### src/rtl/pc_sequencer_if.sv
// pc_sequencer_if: instruction-memory fetch bus between the PC sequencer and instruction memory.
//   req  : fetch request (master -> slave)
//   addr : fetch address (master -> slave)
//   ack  : fetch completion, meaningful only while req=1 (slave -> master)
interface pc_sequencer_if #(parameter int PC_WIDTH = 32);
  logic                req;
  logic [PC_WIDTH-1:0] addr;
  logic                ack;
  modport master (output req, addr, input ack);
  modport slave  (input req, addr, output ack);
endinterface

### src/rtl/pc_sequencer.sv
// pc_sequencer: IDLE/FETCH/FLUSH program-counter sequencer with branch/jump redirect and pipeline flush.
//   clock, reset (sync, active-low) ; pc_src/branch_target/jump_target select the next PC ;
//   stall holds decode ; imem is the fetch bus master ; pc, fetch_valid, flush are status outputs.
module pc_sequencer #(
  parameter int                  PC_WIDTH     = 32,
  parameter logic [PC_WIDTH-1:0] BOOT_ADDR    = '0,
  parameter int                  FLUSH_CYCLES = 2
) (
  input  logic                clock,
  input  logic                reset,
  input  logic [1:0]          pc_src,
  input  logic [PC_WIDTH-1:0] branch_target,
  input  logic [PC_WIDTH-1:0] jump_target,
  input  logic                stall,
  pc_sequencer_if.master      imem,
  output logic [PC_WIDTH-1:0] pc,
  output logic                fetch_valid,
  output logic                flush
);
  typedef enum logic [1:0] {IDLE, FETCH, FLUSH} state_t;
  state_t              state;
  logic [3:0]          cnt;
  logic                req;
  logic                redirect;
  logic [PC_WIDTH-1:0] target;
  // pc_src=11 falls through as sequential; redirects are ignored in IDLE
  assign redirect    = (state != IDLE) & (pc_src == 2'b01 | pc_src == 2'b10);
  assign target      = (pc_src == 2'b01 ? branch_target : jump_target) & ~PC_WIDTH'(3);
  // gated by reset so no acceptance is reported on the edge that abandons a fetch
  assign fetch_valid = reset & (state == FETCH) & imem.ack & ~stall & ~redirect;
  assign imem.req    = req;
  assign imem.addr   = pc;
  always_ff @(posedge clock) begin
    if (!reset) begin
      state <= IDLE;
      pc    <= BOOT_ADDR;
      cnt   <= '0;
      req   <= 1'b0;
      flush <= 1'b0;
    end else if (redirect) begin
      state <= FLUSH;
      pc    <= target;
      cnt   <= 4'(FLUSH_CYCLES - 1);
      req   <= 1'b0;
      flush <= 1'b1;
    end else begin
      unique case (state)
        IDLE: begin
          state <= FETCH;
          req   <= 1'b1;
        end
        FETCH: if (fetch_valid) pc <= pc + PC_WIDTH'(4);
        FLUSH: begin
          if (cnt == '0) begin
            state <= FETCH;
            req   <= 1'b1;
            flush <= 1'b0;
          end else begin
            cnt <= cnt - 4'd1;
          end
        end
        default: state <= IDLE;
      endcase
    end
  end
endmodule

### src/flat_wrapper.sv
// flat-port wrapper written by rule: the top's interface ports become plain ports
module pc_sequencer_flat 
#(
  parameter int                  PC_WIDTH     = 32,
  parameter logic [PC_WIDTH-1:0] BOOT_ADDR    = '0,
  parameter int                  FLUSH_CYCLES = 2
)
  (clock, reset, pc_src, branch_target, jump_target, stall, pc, fetch_valid, flush, imem_req, imem_addr, imem_ack);
  pc_sequencer_if #(.PC_WIDTH(PC_WIDTH)) imem_i ();
  input  logic clock;
  input  logic reset;
  input  logic [1:0] pc_src;
  input  logic [PC_WIDTH-1:0] branch_target;
  input  logic [PC_WIDTH-1:0] jump_target;
  input  logic stall;
  output logic [PC_WIDTH-1:0] pc;
  output logic fetch_valid;
  output logic flush;
  output wire logic [$bits(imem_i.req)-1:0] imem_req;
  output wire logic [$bits(imem_i.addr)-1:0] imem_addr;
  input wire logic [$bits(imem_i.ack)-1:0] imem_ack;
  assign imem_req = imem_i.req;
  assign imem_addr = imem_i.addr;
  assign imem_i.ack = imem_ack;
  pc_sequencer #(.PC_WIDTH(PC_WIDTH), .BOOT_ADDR(BOOT_ADDR), .FLUSH_CYCLES(FLUSH_CYCLES)) u_core (.clock(clock), .reset(reset), .pc_src(pc_src), .branch_target(branch_target), .jump_target(jump_target), .stall(stall), .imem(imem_i), .pc(pc), .fetch_valid(fetch_valid), .flush(flush));
endmodule
### config.mk
export PLATFORM = sky130hd
export DESIGN_NAME = pc_sequencer_flat
export DESIGN_NICKNAME = d
export VERILOG_FILES = /design/src/rtl/pc_sequencer_if.sv /design/src/rtl/pc_sequencer.sv /design/src/flat_wrapper.sv
export SDC_FILE = /design/constraint.sdc
export NUM_CORES = 1
export LEC_CHECK = 0
export BUFFER_PORTS_ARGS = -buffer_cell sky130_fd_sc_hd__buf_2
export CAP_MARGIN = 15
export CORE_UTILIZATION = 48
export CTS_BUF_LIST = sky130_fd_sc_hd__clkbuf_8
export CTS_CLUSTER_SIZE = 30
export DETAILED_ROUTE_END_ITERATION = 16
export HOLD_SLACK_MARGIN = 0.03
export PLACE_DENSITY = 0.83
export RECOVER_POWER = 100
export SLEW_MARGIN = 0
export SYNTH_ARGS = -nofsm -noshare
export SYNTH_HDL_FRONTEND = slang
export SYNTH_SLANG_ARGS = --single-unit
### constraint.sdc
create_clock -name clock -period 2.39 [get_ports clock]
set_input_delay 0.239 -clock clock [delete_from_list [all_inputs] [get_ports clock]]
set_output_delay 0.239 -clock clock [all_outputs]
set_load 0.005 [all_outputs]
# After elaboration in Yosys (flattened, before gate mapping)
# Cells that the tools add are included.
# totals
reg_bits	40
output_inout_bits	67
elab_cells	61
# op_classes
addsub	2
n_eq_ne	8
muxes	15
bitwise	11
reduce_logical	17
# ops
cell	count
2-to-1 mux 32 bit	4
adder 32 x 3 -> 32 bit, second input constant	1
AND reduction 2 bit	8
nonzero test 2 bit	6
2-to-1 mux 1 bit	7
!= test 2 x 1 -> 1 bit, second input constant	3
case mux 2 bit (3 select lines)	1
bitwise AND 1 bit	5
inverter 1 bit	5
equality test 2 x 1 -> 1 bit, second input constant	2
equality test 2 bit, second input constant	2
logical NOT 4 bit	1
2-to-1 mux 2 bit	2
subtractor 4 x 1 -> 4 bit, second input constant	1
!= test 3 x 1 -> 1 bit, second input constant	1
logical NOT 2 bit	1
case mux 1 bit (2 select lines)	1
OR reduction 2 bit	1
bitwise OR 1 bit	1

# Depth between registers and ports, before layout
# depth
ltp_word	8
depth_mapped	7

# Worst setup path after synthesis
# OpenSTA, ideal clock, no wires.
# synth_timing
path_kind	register to register
from	register u_core.pc[6], in the netlist u_core.imem.addr[6]
to	register u_core.pc[23], in the netlist u_core.imem.addr[23]
t_arrival_ns	1.868
required_ns	2.278
slack_ns	0.410
stages_incl_launch_ff	6
path_buffers	1
synth_period_minus_slack_ns	1.980
cell_sequence	dfxtp_1 > nand4_2 > or4_4 > buf_6 > o31a_1 > a2111oi_1
# synth_via
elab_chain_cells	4
# synth_lines
element	line_no	rtl
start, declared	pc_sequencer.sv:16	output logic [PC_WIDTH-1:0] pc,
start signal, assigned	pc_sequencer.sv:42	pc <= target;
start signal, assigned	pc_sequencer.sv:52	FETCH: if (fetch_valid) pc <= pc + PC_WIDTH'(4);
adder 32 x 3 -> 32 bit	pc_sequencer.sv:52	
2-to-1 mux 32 bit	pc_sequencer.sv:52	
2-to-1 mux 32 bit	pc_sequencer.sv:47	unique case (state)
2-to-1 mux 32 bit	pc_sequencer.sv:40	end else if (redirect) begin
# No other way between the ends. The select of a mux whose other input is x is not followed.
# A chain may end at the register's enable or synchronous reset.

# Worst setup path in the final report
# layout_timing
from	register u_core.pc[2], in the netlist u_core.imem.addr[2]
to	register u_core.pc[24], in the netlist u_core.imem.addr[24]
# The elaborated chain is that of the path after synthesis.

==> metrics.md <==
| Metric | Value |
|---|---|
| Final count of hold timing violations | `0` |
| GR Overflow Total | `0` |
| Sw frac | `roughly a third` |
| Nets | `499` |
| Antenna viol nets, final | `0` |
| Starting Density | `49.91%` |
| N_diodes | `0` |
| CTS tree | `yes` |
| Antenna violations before repair | `0` |
| Synth Area in Simple Gates | `roughly a quarter` |
| Fmax | `459.1 MHz` |
| IO Pins | `137` |
| Sequential area share after synthesis | `27.51%` |
| Row count | `27` |
| Synth Cell Area | `between 2000 and 3000 µm²` |
| Clk Latency, worst-skew pair | `0.30 ns` |
| Vias | `2917` |
| Full die area | `about 6000 µm²` |
| Crit path kind | `register to register` |
| Hold WS | `0.2814 ns` |
| Root Buffer | `clkbuf_8` |
| Pin count of the biggest net entering global routing | `24` |
| WL final | `about 7500 µm` |
| CTS clk-pin slew, worst paths | `around 0.080 ns` |
| Worst rel slew slack | `40.36%` |
| Switching power | `0.5996 mW` |
| Status | `finished clean` |
| TNS Setup | `0 ns` |
| Total core area | `around 5500 µm²` |
| PD cells | `~530 nW/µm²` |
| Int Pwr | `1.164 mW` |
| H-tree Lvls | `2` |
| Cts repair resizes | `0` |
| Setup crit end kind | `register` |
| Startpoint types | `register` |
| Netlist cell types | `between 50 and 60` |
| EDFF count, synth | `0` |
| Num CTS Buffers | `5` |
| Most common library cells after synthesis | `38 x dfxtp_1, 34 x buf_4, 19 x clkbuf_1` |
| Maximum root-to-sink buffer count | `2` |
| Final WS setup | `~0.21 ns` |
| Post-synth top area share | `27.51%` |
| Worst hold path class | `input port to register` |
| Shortest period the worst path allows | `roughly 2.2 ns` |
| Die X | `77.90 µm` |
| Vias in the first global route | `2622` |
| Final period utilization | `between 90% and 100%` |
| Setup Fix Bufs, Post-CTS | `0` |
| Worst Path Required | `2.62 ns` |
| Avg Inst Size Synth | `around 8.2 µm²` |
| Vert. Die Dim | `between 70 and 80 µm` |
| Pleak | `1.380 nW` |
| Post-Synth Adder-Cell Area | `under 10%` |
| Drt via density | `5.857` |
| Most frequent cell after synthesis | `dfxtp_1` |
| Comb pwr share | `28.5%` |
| Layout cells sized above 1 | `37.09%` |
| Xor-xnor portion of the synthesized cell area | `3.801%` |
| Slew @ Worst Pin | `0.8940 ns` |
| WL per Instance | `14.97 µm` |
| HPWL after detailed placement | `around 5600 µm` |
| Hold buffer count at cts | `0` |
| Reg power frac | `a little under half` |
| Area leader, netlist | `dfxtp_1` |
| Seq cells post-synth | `38` |
| Setup WS pre-CTS | `about 0.24 ns` |
| RePlAce Congestion | `approximately 0.83` |
| Async SR Flop Fraction | `0%` |
| Compound-cell area share of the yosys netlist | `between 10% and 20%` |
| Final Skew | `about 0.0075 ns` |
| Yosys warns | `0` |
| Clock share of power | `24.7%` |
| Area Growth Syn to Fin | `19.23%` |
| Slew Limit Fails | `0` |
| RSZ-0062 raised after global routing | `false` |
| CP Max Fanout | `9` |
| Top area cells in the synthesized netlist | `dfxtp_1 28%, buf_4 9.2%, mux2_2 6.1%` |
| Synth Flop Type | `dfxtp_1` |
| Port buffer count | `~130` |
| Largest family of logic cells by synthesized area | `simple AND/OR/NAND/NOR gates` |
| # setup viols final | `0` |
| Maxcap violations | `0` |
| TritonRoute pass-1 iters | `5` |
| Mux cell area share after synthesis | `just over 8%` |
| Critical path data arrival time | `about 2.4 ns` |
| Total GRT Usage | `approximately a quarter` |
| DR iter-0 viols | `around 260` |
| First-pass GRT wire length | `approximately 12000 µm` |
| Cells after Synth | `336` |
| Post-route DRC | `0` |
| Worst vdd ir | `slightly below 0.3 mV` |
| CTS Sinks | `38` |
[sequential cells by signal, indices dropped and copies added, names as in the netlist]
| signal | flops |
|---|---|
| u_core.cnt | 4 |
| u_core.imem.req | 1 |
| u_core.imem.addr | 30 |
| u_core.flush | 1 |
| u_core.state | 2 |
[per-layer routing]
layer	track usage, %	vias up	share of wire (%)
met2	42.12	140	48
met4	7.037	0	1.2
met3	4.824	13	7.1
li1	-	1415	-
met5	0	-	0
met1	31.23	1349	44
[worst max-delay path, cell delays in order (launching register included)]
cell	delay [ns]
dfxtp_1	0.41
ha_1	0.26
nand4b_1	0.20
or3_1	0.52
or4b_1	0.54
a31oi_1	0.18
[cell type report]
class                           instances  area (µm²)
Clock buffer                            5       68.82
Clock inverter                          2       10.01
Fill cell                             515        2243
Inverter                                7       26.28
Multi-Input combinational cell        236        1637
Sequential cell                        38       760.7
Tap cell                               72       90.09
Timing Repair Buffer                  138       704.4
[cells by family (layout without fill, tap and decap cells)]
logic type      count (synthesis)  after routing
simple gates                  116            116
compound gates                 80             80
buf+inv                        65            152
flops                          38             38
mux                            21             21
xor+xnor                       12             12
fa+ha+maj                       3              3
other cells                     1              4
[final timing paths]
| path | startpoint | end | slack, ns | cells past startpoint |
|---|---|---|---|---|
| worst max register to register | u_core.imem.addr[2] | u_core.imem.addr[24] | 0.21 | 5 |
| worst max-delay path | u_core.imem.addr[2] | u_core.imem.addr[24] | 0.21 | 5 |
| worst min-delay path | reset | u_core.imem.addr[10] | 0.28 | 3 |
| worst min register to register | u_core.imem.req | u_core.imem.req | 0.50 | 2 |
[power groups by stage]
| stage | sequential, mW | clock [mW] | combinational (mW) |
|---|---|---|---|
| after floorplan | 0.819 | 0 | 0.356 |
| after global placement | 0.829 | 0 | 0.504 |
| after detailed placement | 0.837 | 0 | 0.514 |
| after CTS | 0.822 | 0.439 | 0.517 |
| after global routing | 0.839 | 0.474 | 0.559 |
| final | 0.825 | 0.435 | 0.503 |
[layout by cell type, fill, tap and decap left out, types with 5 or more instances in the layout]
cell,instances
a311oi_1,6
xnor2_1,6
mux2i_1,6
nor3_1,7
buf_4,5
o21ai_0,18
nand3_1,15
buf_2,120
nor2b_1,10
o31ai_1,6
dfxtp_1,38
or4_1,8
a211oi_1,14
a31oi_1,9
nand2_1,10
nor2_1,15
mux2_2,15
clkbuf_1,11
clkbuf_8,5
nand4_1,15
xor2_1,6
or3_1,10
a21oi_1,7
inv_1,7
[through the flow]
step                instance area (µm²)  power, mW  instances  util (%)
finish                             3297      1.763        498     59.51
global route                       3297      1.872        498     59.51
CTS                                3331      1.778        498     60.12
detailed placement                 3252      1.351        491     58.69
global placement                   3252      1.333        491     58.69
floorplan                          2776      1.175        339         -
Power figures use the tool's default switching activity.
